## config.mk

```make
export PLATFORM = sky130hd
export DESIGN_NAME = bram_bank_arbiter
export DESIGN_NICKNAME = d
export VERILOG_FILES = /design/src/rtl/bram_bank_arbiter.sv
export SDC_FILE = /design/constraint.sdc
export NUM_CORES = 1
export LEC_CHECK = 0
export BUFFER_PORTS_ARGS = -buffer_cell sky130_fd_sc_hd__buf_2
export CAP_MARGIN = 20
export CELL_PAD_IN_SITES_DETAIL_PLACEMENT = 1
export CELL_PAD_IN_SITES_GLOBAL_PLACEMENT = 1
export CORE_ASPECT_RATIO = 0.8
export CORE_MARGIN = 2
export CORE_UTILIZATION = 25
export DETAILED_ROUTE_END_ITERATION = 7
export PLACE_DENSITY_LB_ADDON = 0.12
export SLEW_MARGIN = 30
export SYNTH_ARGS = -nofsm -noshare
export SYNTH_HDL_FRONTEND = slang
export SYNTH_SLANG_ARGS = --single-unit
```

## constraint.sdc

```tcl
create_clock -name wb_clk_i -period 4.84 [get_ports wb_clk_i]
set_input_delay 0.242 -clock wb_clk_i [delete_from_list [all_inputs] [get_ports wb_clk_i]]
set_output_delay 0.242 -clock wb_clk_i [all_outputs]
set_load 0.05 [all_outputs]
```

## src/rtl/bram_bank_arbiter.sv

```systemverilog
// bram_bank_arbiter
//   Routes NUM_REQ requesters onto NUM_BANKS BRAM bank controllers. Each bank
//   owns an IDLE/BUSY grant FSM and picks a winner by fixed priority (lowest
//   index) or round-robin (search from pointer+1). A bank keeps one read in
//   flight; the read's requester id travels with a countdown and is used to
//   steer the returning bank_do word onto the shared response bus. When
//   several banks return together, the lowest bank is forwarded and the others
//   wait in a one-entry skid register per bank.
//
// Ports
//   wb_clk_i, wb_rst_i       clock, asynchronous active-low reset
//   rr_mode                  1 = round-robin, 0 = fixed priority
//   req_valid/we/addr/wdata  per-requester command (addr/wdata flattened)
//   req_ready                command accepted this cycle
//   rsp_valid, rsp_data      per-requester read-data strobe, shared data bus
//   bank_in_valid/wr/addr/di registered per-bank command
//   bank_do                  per-bank read data, READ_LAT after the command
module bram_bank_arbiter #(
  parameter int NUM_REQ   = 4,
  parameter int NUM_BANKS = 2,
  parameter int ADDR_W    = 13,
  parameter int DATA_W    = 32,
  parameter int READ_LAT  = 10,
  parameter int BANK_LSB  = 12
) (
  input  logic                          wb_clk_i,
  input  logic                          wb_rst_i,
  input  logic                          rr_mode,
  input  logic [NUM_REQ-1:0]            req_valid,
  input  logic [NUM_REQ-1:0]            req_we,
  input  logic [NUM_REQ*ADDR_W-1:0]     req_addr,
  input  logic [NUM_REQ*DATA_W-1:0]     req_wdata,
  output logic [NUM_REQ-1:0]            req_ready,
  output logic [NUM_REQ-1:0]            rsp_valid,
  output logic [DATA_W-1:0]             rsp_data,
  output logic [NUM_BANKS-1:0]          bank_in_valid,
  output logic [NUM_BANKS-1:0]          bank_wr,
  output logic [NUM_BANKS*ADDR_W-1:0]   bank_addr,
  output logic [NUM_BANKS*DATA_W-1:0]   bank_di,
  input  logic [NUM_BANKS*DATA_W-1:0]   bank_do
);

  localparam int BW = (NUM_BANKS > 1) ? $clog2(NUM_BANKS) : 1;
  localparam int IW = (NUM_REQ > 1) ? $clog2(NUM_REQ) : 1;
  localparam int CW = (READ_LAT > 1) ? $clog2(READ_LAT) : 1;
  localparam logic [CW-1:0] CNT_ONE  = CW'(1);
  localparam logic [CW-1:0] CNT_LOAD = CW'(READ_LAT - 1);

  typedef enum logic {ST_IDLE = 1'b0, ST_BUSY = 1'b1} bank_state_t;

  bank_state_t                 state_r     [NUM_BANKS];
  bank_state_t                 state_nxt_s [NUM_BANKS];
  logic [CW-1:0]               cnt_r       [NUM_BANKS];
  logic [IW-1:0]               tag_r       [NUM_BANKS];
  logic [IW-1:0]               ptr_r       [NUM_BANKS];
  logic [DATA_W-1:0]           skid_data_r [NUM_BANKS];
  logic [IW-1:0]               skid_id_r   [NUM_BANKS];
  logic [NUM_BANKS-1:0]        ret_valid_r;
  logic [NUM_BANKS-1:0]        skid_valid_r;
  logic [NUM_BANKS-1:0]        bank_in_valid_r;
  logic [NUM_BANKS-1:0]        bank_wr_r;
  logic [NUM_BANKS*ADDR_W-1:0] bank_addr_r;
  logic [NUM_BANKS*DATA_W-1:0] bank_di_r;

  logic [BW-1:0]               req_bank_s  [NUM_REQ];
  logic [NUM_REQ-1:0]          cand_s      [NUM_BANKS];
  logic [IW-1:0]               gnt_idx_s   [NUM_BANKS];
  logic [NUM_BANKS-1:0]        gnt_found_s;
  logic [NUM_BANKS-1:0]        load_read_s;
  logic [NUM_BANKS-1:0]        read_block_s;
  logic [NUM_BANKS-1:0]        rsp_win_s;
  logic                        rsp_found_s;
  logic [IW-1:0]               rsp_id_s;
  logic [DATA_W-1:0]           rsp_data_s;
  logic [NUM_REQ-1:0]          ready_s;
  logic [NUM_REQ-1:0]          rsp_valid_s;

  // First set bit of vec, scanning circularly upward from index start.
  function automatic logic [IW:0] first_set(input logic [NUM_REQ-1:0] vec, input int start);
    logic          hit;
    logic [IW-1:0] pos;
    int            idx;
    hit = 1'b0;
    pos = '0;
    for (int k = 0; k < NUM_REQ; k++) begin
      idx = (start + k) % NUM_REQ;
      if (!hit && vec[idx]) begin
        hit = 1'b1;
        pos = IW'(idx);
      end
    end
    return {hit, pos};
  endfunction

  // Bank-select field of each requester address.
  always_comb begin
    for (int i = 0; i < NUM_REQ; i++) begin
      if (NUM_BANKS > 1) begin
        req_bank_s[i] = req_addr[i*ADDR_W + BANK_LSB +: BW];
      end else begin
        req_bank_s[i] = '0;
      end
    end
  end

  // Response bus: lowest bank with live return or skid entry is forwarded.
  always_comb begin
    rsp_found_s = 1'b0;
    rsp_id_s    = '0;
    rsp_data_s  = '0;
    rsp_win_s   = '0;
    for (int b = 0; b < NUM_BANKS; b++) begin
      if (!rsp_found_s && (ret_valid_r[b] || skid_valid_r[b])) begin
        rsp_found_s  = 1'b1;
        rsp_win_s[b] = 1'b1;
        // A bank never has a skid entry and a live return at the same time.
        rsp_id_s   = skid_valid_r[b] ? skid_id_r[b] : tag_r[b];
        rsp_data_s = skid_valid_r[b] ? skid_data_r[b] : bank_do[b*DATA_W +: DATA_W];
      end else begin
        rsp_win_s[b] = 1'b0;
      end
    end
    // A losing return lands in the skid this edge, so it already blocks reads.
    read_block_s = skid_valid_r | (ret_valid_r & ~rsp_win_s);
  end

  // Per-bank candidate masks and winner selection.
  always_comb begin
    for (int b = 0; b < NUM_BANKS; b++) begin
      for (int i = 0; i < NUM_REQ; i++) begin
        cand_s[b][i] = req_valid[i] && (req_bank_s[i] == BW'(b)) && (state_r[b] == ST_IDLE)
                       && (req_we[i] || !read_block_s[b]);
      end
      {gnt_found_s[b], gnt_idx_s[b]} = first_set(cand_s[b], rr_mode ? (int'(ptr_r[b]) + 1) : 0);
      load_read_s[b] = gnt_found_s[b] && !req_we[gnt_idx_s[b]];
    end
  end

  // Bank FSM next state: a granted read parks the bank until its data is due.
  always_comb begin
    for (int b = 0; b < NUM_BANKS; b++) begin
      state_nxt_s[b] = state_r[b];
      case (state_r[b])
        ST_IDLE: state_nxt_s[b] = load_read_s[b] ? ST_BUSY : ST_IDLE;
        ST_BUSY: state_nxt_s[b] = (cnt_r[b] == '0) ? ST_IDLE : ST_BUSY;
        default: state_nxt_s[b] = ST_IDLE;
      endcase
    end
  end

  // Requester-facing strobes; ready is forced low while reset is held.
  always_comb begin
    for (int i = 0; i < NUM_REQ; i++) begin
      ready_s[i] = 1'b0;
      for (int b = 0; b < NUM_BANKS; b++) begin
        ready_s[i] = ready_s[i] | (gnt_found_s[b] && (gnt_idx_s[b] == IW'(i)));
      end
      rsp_valid_s[i] = rsp_found_s && (rsp_id_s == IW'(i));
    end
  end

  // Bank FSM state, read countdown, tag and return strobe.
  always_ff @(posedge wb_clk_i or negedge wb_rst_i) begin
    if (!wb_rst_i) begin
      for (int b = 0; b < NUM_BANKS; b++) begin
        state_r[b] <= ST_IDLE;
        cnt_r[b]   <= '0;
        tag_r[b]   <= '0;
      end
      ret_valid_r <= '0;
    end else begin
      for (int b = 0; b < NUM_BANKS; b++) begin
        state_r[b]     <= state_nxt_s[b];
        ret_valid_r[b] <= (state_r[b] == ST_BUSY) && (cnt_r[b] == '0);
        if (load_read_s[b]) begin
          cnt_r[b] <= CNT_LOAD;
          tag_r[b] <= gnt_idx_s[b];
        end else if (cnt_r[b] != '0) begin
          cnt_r[b] <= cnt_r[b] - CNT_ONE;
        end else begin
          cnt_r[b] <= cnt_r[b];
        end
      end
    end
  end

  // Registered bank command and round-robin pointer.
  always_ff @(posedge wb_clk_i or negedge wb_rst_i) begin
    if (!wb_rst_i) begin
      for (int b = 0; b < NUM_BANKS; b++) begin
        ptr_r[b] <= '0;
      end
      bank_in_valid_r <= '0;
      bank_wr_r       <= '0;
      bank_addr_r     <= '0;
      bank_di_r       <= '0;
    end else begin
      for (int b = 0; b < NUM_BANKS; b++) begin
        bank_in_valid_r[b] <= gnt_found_s[b];
        if (gnt_found_s[b]) begin
          ptr_r[b]                          <= gnt_idx_s[b];
          bank_wr_r[b]                      <= req_we[gnt_idx_s[b]];
          bank_addr_r[b*ADDR_W +: ADDR_W]   <= req_addr[gnt_idx_s[b]*ADDR_W +: ADDR_W];
          bank_di_r[b*DATA_W +: DATA_W]     <= req_wdata[gnt_idx_s[b]*DATA_W +: DATA_W];
        end else begin
          bank_wr_r[b] <= 1'b0;
        end
      end
    end
  end

  // Skid entries: capture a losing return, release once forwarded.
  always_ff @(posedge wb_clk_i or negedge wb_rst_i) begin
    if (!wb_rst_i) begin
      for (int b = 0; b < NUM_BANKS; b++) begin
        skid_data_r[b] <= '0;
        skid_id_r[b]   <= '0;
      end
      skid_valid_r <= '0;
    end else begin
      for (int b = 0; b < NUM_BANKS; b++) begin
        if (ret_valid_r[b] && !rsp_win_s[b]) begin
          skid_valid_r[b] <= 1'b1;
          skid_data_r[b]  <= bank_do[b*DATA_W +: DATA_W];
          skid_id_r[b]    <= tag_r[b];
        end else if (skid_valid_r[b] && rsp_win_s[b]) begin
          skid_valid_r[b] <= 1'b0;
        end else begin
          skid_valid_r[b] <= skid_valid_r[b];
        end
      end
    end
  end

  assign req_ready     = ready_s & {NUM_REQ{wb_rst_i}};
  assign rsp_valid     = rsp_valid_s;
  assign rsp_data      = rsp_data_s;
  assign bank_in_valid = bank_in_valid_r;
  assign bank_wr       = bank_wr_r;
  assign bank_addr     = bank_addr_r;
  assign bank_di       = bank_di_r;

endmodule

```

Word level (Yosys, flattened, before mapping):

Index checks and enable logic that the tools add are counted.

* register bits after elaboration: 184
* bits of input ports: 255
* output and inout bits: 134

* add/subtract/negate cells: 10
* multiply operators: 2
* $lt $le $gt $ge: 10
* equality and inequality tests: 9
* shift-type cells: 4
* mux-type cells: 73
* bitwise gates (word level): 22
* reductions and logical operators: 92

Operator list (count)
* 128-bit by 8-bit variable part select with 32-bit output: 2
* 32-bit 2-to-1 mux: 4
* 52-bit by 7-bit variable part select with 13-bit output: 2
* 1-bit logical AND: 51
* 1-bit 2-to-1 mux: 39
* 3-bit by 4-bit < comparator with 1-bit output, second input constant: 8
* 2-bit 2-to-1 mux: 14
* 1-bit binary-select mux with 2-bit select: 10
* 4-bit 2-to-1 mux: 4
* 2-bit OR reduction: 8
* 2-bit == test, second input constant: 6
* 1-bit logical NOT: 12
* 2-bit by 4-bit multiplier with 6-bit output, second input constant: 2
* 1-bit logical OR: 10
* 2-bit by 1-bit adder with 2-bit output, second input constant: 4
* 2-bit adder, second input constant: 4
* 1-bit bitwise AND, first input constant: 8
* 4-bit logical NOT: 2
* 2-bit nonzero test: 4
* 4-bit nonzero test: 2
* 4-bit by 1-bit subtractor with 4-bit output, second input constant: 2
* 2-bit by 1-bit == test with 1-bit output, second input constant: 3
* 2-bit logical NOT: 3
* 2-bit by 3-bit < comparator with 1-bit output, second input constant: 2
* other kinds (7): 16

Logic depth before layout (Yosys ltp):

* word-level depth: 30
* depth in mapped cells: 13
* gate-level depth less buffers: 9

Worst setup path after synthesis:

Ideal clock, no wire load.

* path type: flip-flop to output port
* from: register ret_valid_r[0]
* to: output port req_ready[0]
* arrival time: 3.002 ns
* slack: 1.596 ns
* cell stages (with the launch flop): 13
* path through: dfrtp_1 buf_6 o21ai_2 buf_4 o2111ai_2 o32a_1 a2bb2o_4 o31a_1 o21bai_4 buf_6 buf_2 a32oi_1 nor2b_1

* cells in the longest elaborated chain, start to end: 28
* elaborated cells on any way between the ends: 84
* those cells by class: mux (42); bitwise (5); reduce/logical (37)

Ends and longest elaborated chain
* start: declaration: RTL line 58 `logic [NUM_BANKS-1:0] ret_valid_r;`
* start signal: indexed assignment: RTL line 174 `ret_valid_r[b] <= (state_r[b] == ST_BUSY) && (cnt_r[b] == '0);`
* 1-bit logical OR: RTL line 113 `if (!rsp_found_s && (ret_valid_r[b] || skid_valid_r[b])) begin`
* 1-bit 2-to-1 mux: RTL line 113
* 1-bit logical NOT: RTL line 113
* 1-bit logical AND: RTL line 113
* 1-bit 2-to-1 mux: RTL line 113
* 2-bit NOT: RTL line 124 `read_block_s = skid_valid_r | (ret_valid_r & ~rsp_win_s);`
* 2-bit bitwise AND (*): RTL line 124
* 2-bit OR (*): RTL line 124
* (+12 left out)
* 1-bit 2-to-1 mux: RTL line 87 `if (!hit && vec[idx]) begin`
* 1-bit logical NOT: RTL line 87
* 1-bit logical AND: RTL line 87
* 2-bit 2-to-1 mux: RTL line 87
* 2-bit logical NOT: RTL line 156 `ready_s[i] = ready_s[i] | (gnt_found_s[b] && (gnt_idx_s[b] == IW'(i)));`
* 1-bit logical AND: RTL line 156
* 1-bit OR (*): RTL line 156
* 4-bit bitwise AND (*): RTL line 235 `assign req_ready = ready_s & {NUM_REQ{wb_rst_i}};`
* end: declaration: RTL line 33 `output logic [NUM_REQ-1:0] req_ready,`

Mark *: on every way between the ends. The rest lies on a longest branch, timed or not. The select of a mux whose other input is x is not followed.

Final worst setup path:

Ends and elaborated chain as after synthesis.

==> run summary <==
Maximum VDD drop = 0.000347 V
Endpoints failing setup = 0
Remaining antenna violation count after routing = 0
Final hold vios = 0
Drt initial violations = 529
First-pass GRT wire length = 64.7 mm
Hold Path Origin = bank_do[47]
Die area = 43,400 µm²
Clock slew at reported path FFs = 0.09 ns
Remaining DRCs = 0
GPL Wtd Cong = 0.793
Top Ports = 389
Flop2flop setup slack = 1.18 ns
CP peak stage delay = 0.49 ns
Root buffer cell = clkbuf_16
Worst-margin pin slew = 0.803 ns
RSZ-0062 raised after global routing = no
Top-count cell post-synth = dfrtp_1
Most crowded layer after global routing = met2
Status = complete, no violations
Synth top area share = 44.1%
Max H-tree Level = 4
Post-synth EDFFs = 0
Crit start category = flop
Tmin final = 4.19 ns
Worst hold stages = 2
Synth Flop Type = dfrtp_1
Max FO, Critical Path = 92
Design area = 13,400 µm²
Pwr dens = 710 nW/µm²
Routed wire per std cell = 21.9 µm
CTS max path bufs = 2
Post-Place Cells = 1,915
GR Util All Layers = 19.7%
Place WS = 1.10 ns
Final clock skew = 0.0171 ns
Post-CTS Setup Bufs = 0
Vias per std cell = 4.93
Crit end category = output pin
Finished Layout Cells = 1,958
Critical path origin = ret_valid_r[0]
Mean post-synth cell area = 9.60 µm²
CTS Buf Count = 17
Crit path DAT = 3.95 ns
FF-to-FF Start = ret_valid_r[0]
Synthesized net count = 1,343
Cell taking the most area after synthesis = dfrtp_1
Slew Limit Fails = 0
Met2 global-route usage = 31.6%
Row count = 66
Crit path cell chain = o21ai_4, buf_4, o2111ai_2, o32a_1, a2bb2o_4, o31a_1, o21bai_4, buf_12, a32oi_1, nor2b_1, buf_2
Port buffer count = 388
Initial Utilization = 25.5%
Grt met1 use = 26.5%
Top post-synthesis cells by area = dfrtp_1 (44%), mux2_2 (7.7%), o22ai_1 (5.5%), mux2i_1 (5.1%), nand2_1 (5.0%)
Detailed Route WL = 42.8 mm
Yosys cell types = 62
Share of cells above drive strength 1 = 39.9%
Num Clock Sinks = 184
Post-synthesis sequential area ratio = 44.1%
Largest net degree at the start of global routing = 93
Slew HR = 46.5%
Worst Reg-to-Reg Cells = 11
Die X = 232 µm
DR vias = 9,646
Initial antenna violation count = 14
Die Y = 187 µm
Ys Warns = 0
Synthesis-to-layout area growth = 28.8%
GRT met3 Usage = 4.63%
Post-Syn Area = 10,400 µm²
Leakage = 6.46 nW
Post-DP Area = 12,800 µm²
End point of the critical path = req_ready[0]
Slowest stage cell, crit path = buf_4
Synth Register Bits = 184
Asr flop ratio synth = 100%
Critical path type = reg -> out
Max Clock Freq = 239 MHz
Register Area = 4610 µm²
NumNets Final = 1,650
Reg2reg end = bank_di[34]
Critical path required time = 4.60 ns
DP HPWL = 30.0 mm
Max-Cap Viols = 0
Multi-input logic area = 5320 µm²
Setup TNS Final = 0 ns
Fillcell total = 4,828
Core ar. = 40,900 µm²
1st-pass router iterations = 4
Worst Hold Class = in -> reg
Vias in the first global route = 10.1k
Grt total ovfl = 0
Cells after Synth = 1,086
Worst-Skew Late Latency = 0.46 ns
Setup WS post-layout = 0.649 ns
CTS tree = yes
Final period utilization = 86.6%
Synth cell count leaders = dfrtp_1 (184), nand2_1 (138), clkbuf_1 (97), o22ai_1 (92), a21oi_1 (81)
Post-CTS Resized = 0
## worst min path at each step
stage	endpoint	slack, ns
3_5_place_dp	skid_data_r[38]	0.37
2_1_floorplan	bank_addr[0]	-0.05
6_report	skid_data_r[15]	0.03
5_1_grt	skid_data_r[20]	0.01
4_1_cts	skid_data_r[24]	0.003
3_3_place_gp	skid_data_r[62]	0.36
## layout by cell type (no fill, tap or decap), types with 5 or more instances in the layout
cell / n
clkbuf_16: 17
nor2_1: 55
a21oi_1: 80
a31oi_1: 47
mux2i_1: 53
mux2_4: 28
inv_1: 12
o21ai_1: 6
mux2_1: 17
buf_2: 387
mux2_2: 71
a22oi_1: 35
nand3_1: 5
nand2b_1: 13
o21ai_0: 42
and2_1: 8
dfrtp_1: 182
nor3_1: 8
nand2_1: 137
diode_2: 8
o22ai_1: 92
buf_4: 17
a21o_1: 9
## power by group
group / switching [mW] / internal, mW
clock: 0.769 / 0.701
combinational: 3.78 / 1.74
sequential: 0.377 / 2.17
total: 4.92 / 4.60
## area by class of cell
type	count	area share (%)
clock inverter	15	1.30
inverter	13	0.363
timing repair buffer	410	16.0
tap	544	5.07
multi-input combinational	767	39.6
antenna	8	0.149
clock buffer	17	3.17
sequential	184	34.3
## layer usage
layer,part of all wire (%),vias up
li1,-,4575
met4,1.4,10
met5,0.13,-
met3,5.1,43
met2,47,198
met1,46,4820
## sequential cells by signal (all words and copies together), names as in the netlist, 4 cells and up
| name | cells |
|---|---|
| skid_data_r | 64 |
| bank_addr | 26 |
| ptr_r | 4 |
| cnt_r | 8 |
| skid_id_r | 4 |
| tag_r | 4 |
| bank_di | 64 |
## timing repair
item,CTS,global route
endpoints found under the hold margin,79,0
setup endpoints to repair,0,0
hold buffers,3,0
## per-stage QoR
step           power [mW]  hold slack, ns  utilization, %
5_1_grt              10.1          0.0104            32.8
3_3_place_gp         8.11           0.365            31.3
6_report             9.53          0.0301            32.9
4_1_cts              9.66         0.00329            32.8
3_5_place_dp         8.16           0.367            31.3
2_1_floorplan        6.57         -0.0536               -
## worst max-delay path: cells and delay by family, from the launching register on
kind | cells | cell delay (ns)
AO/OA/AOI/OAI | 7 | 1.66
AND/OR/NAND/NOR | 1 | 0.14
flip-flops | 1 | 0.43
buffers and inverters | 3 | 1.21
## cell families after synthesis
family | synth area share, %
compound gates | 20.6
xor+xnor | 0.252
fa+ha+maj | 0.240
buf+inv | 5.37
flops | 44.1
mux | 18.8
other cells | 0.0360
simple gates | 10.5
No activity file was read; power rests on OpenSTA's default activity.
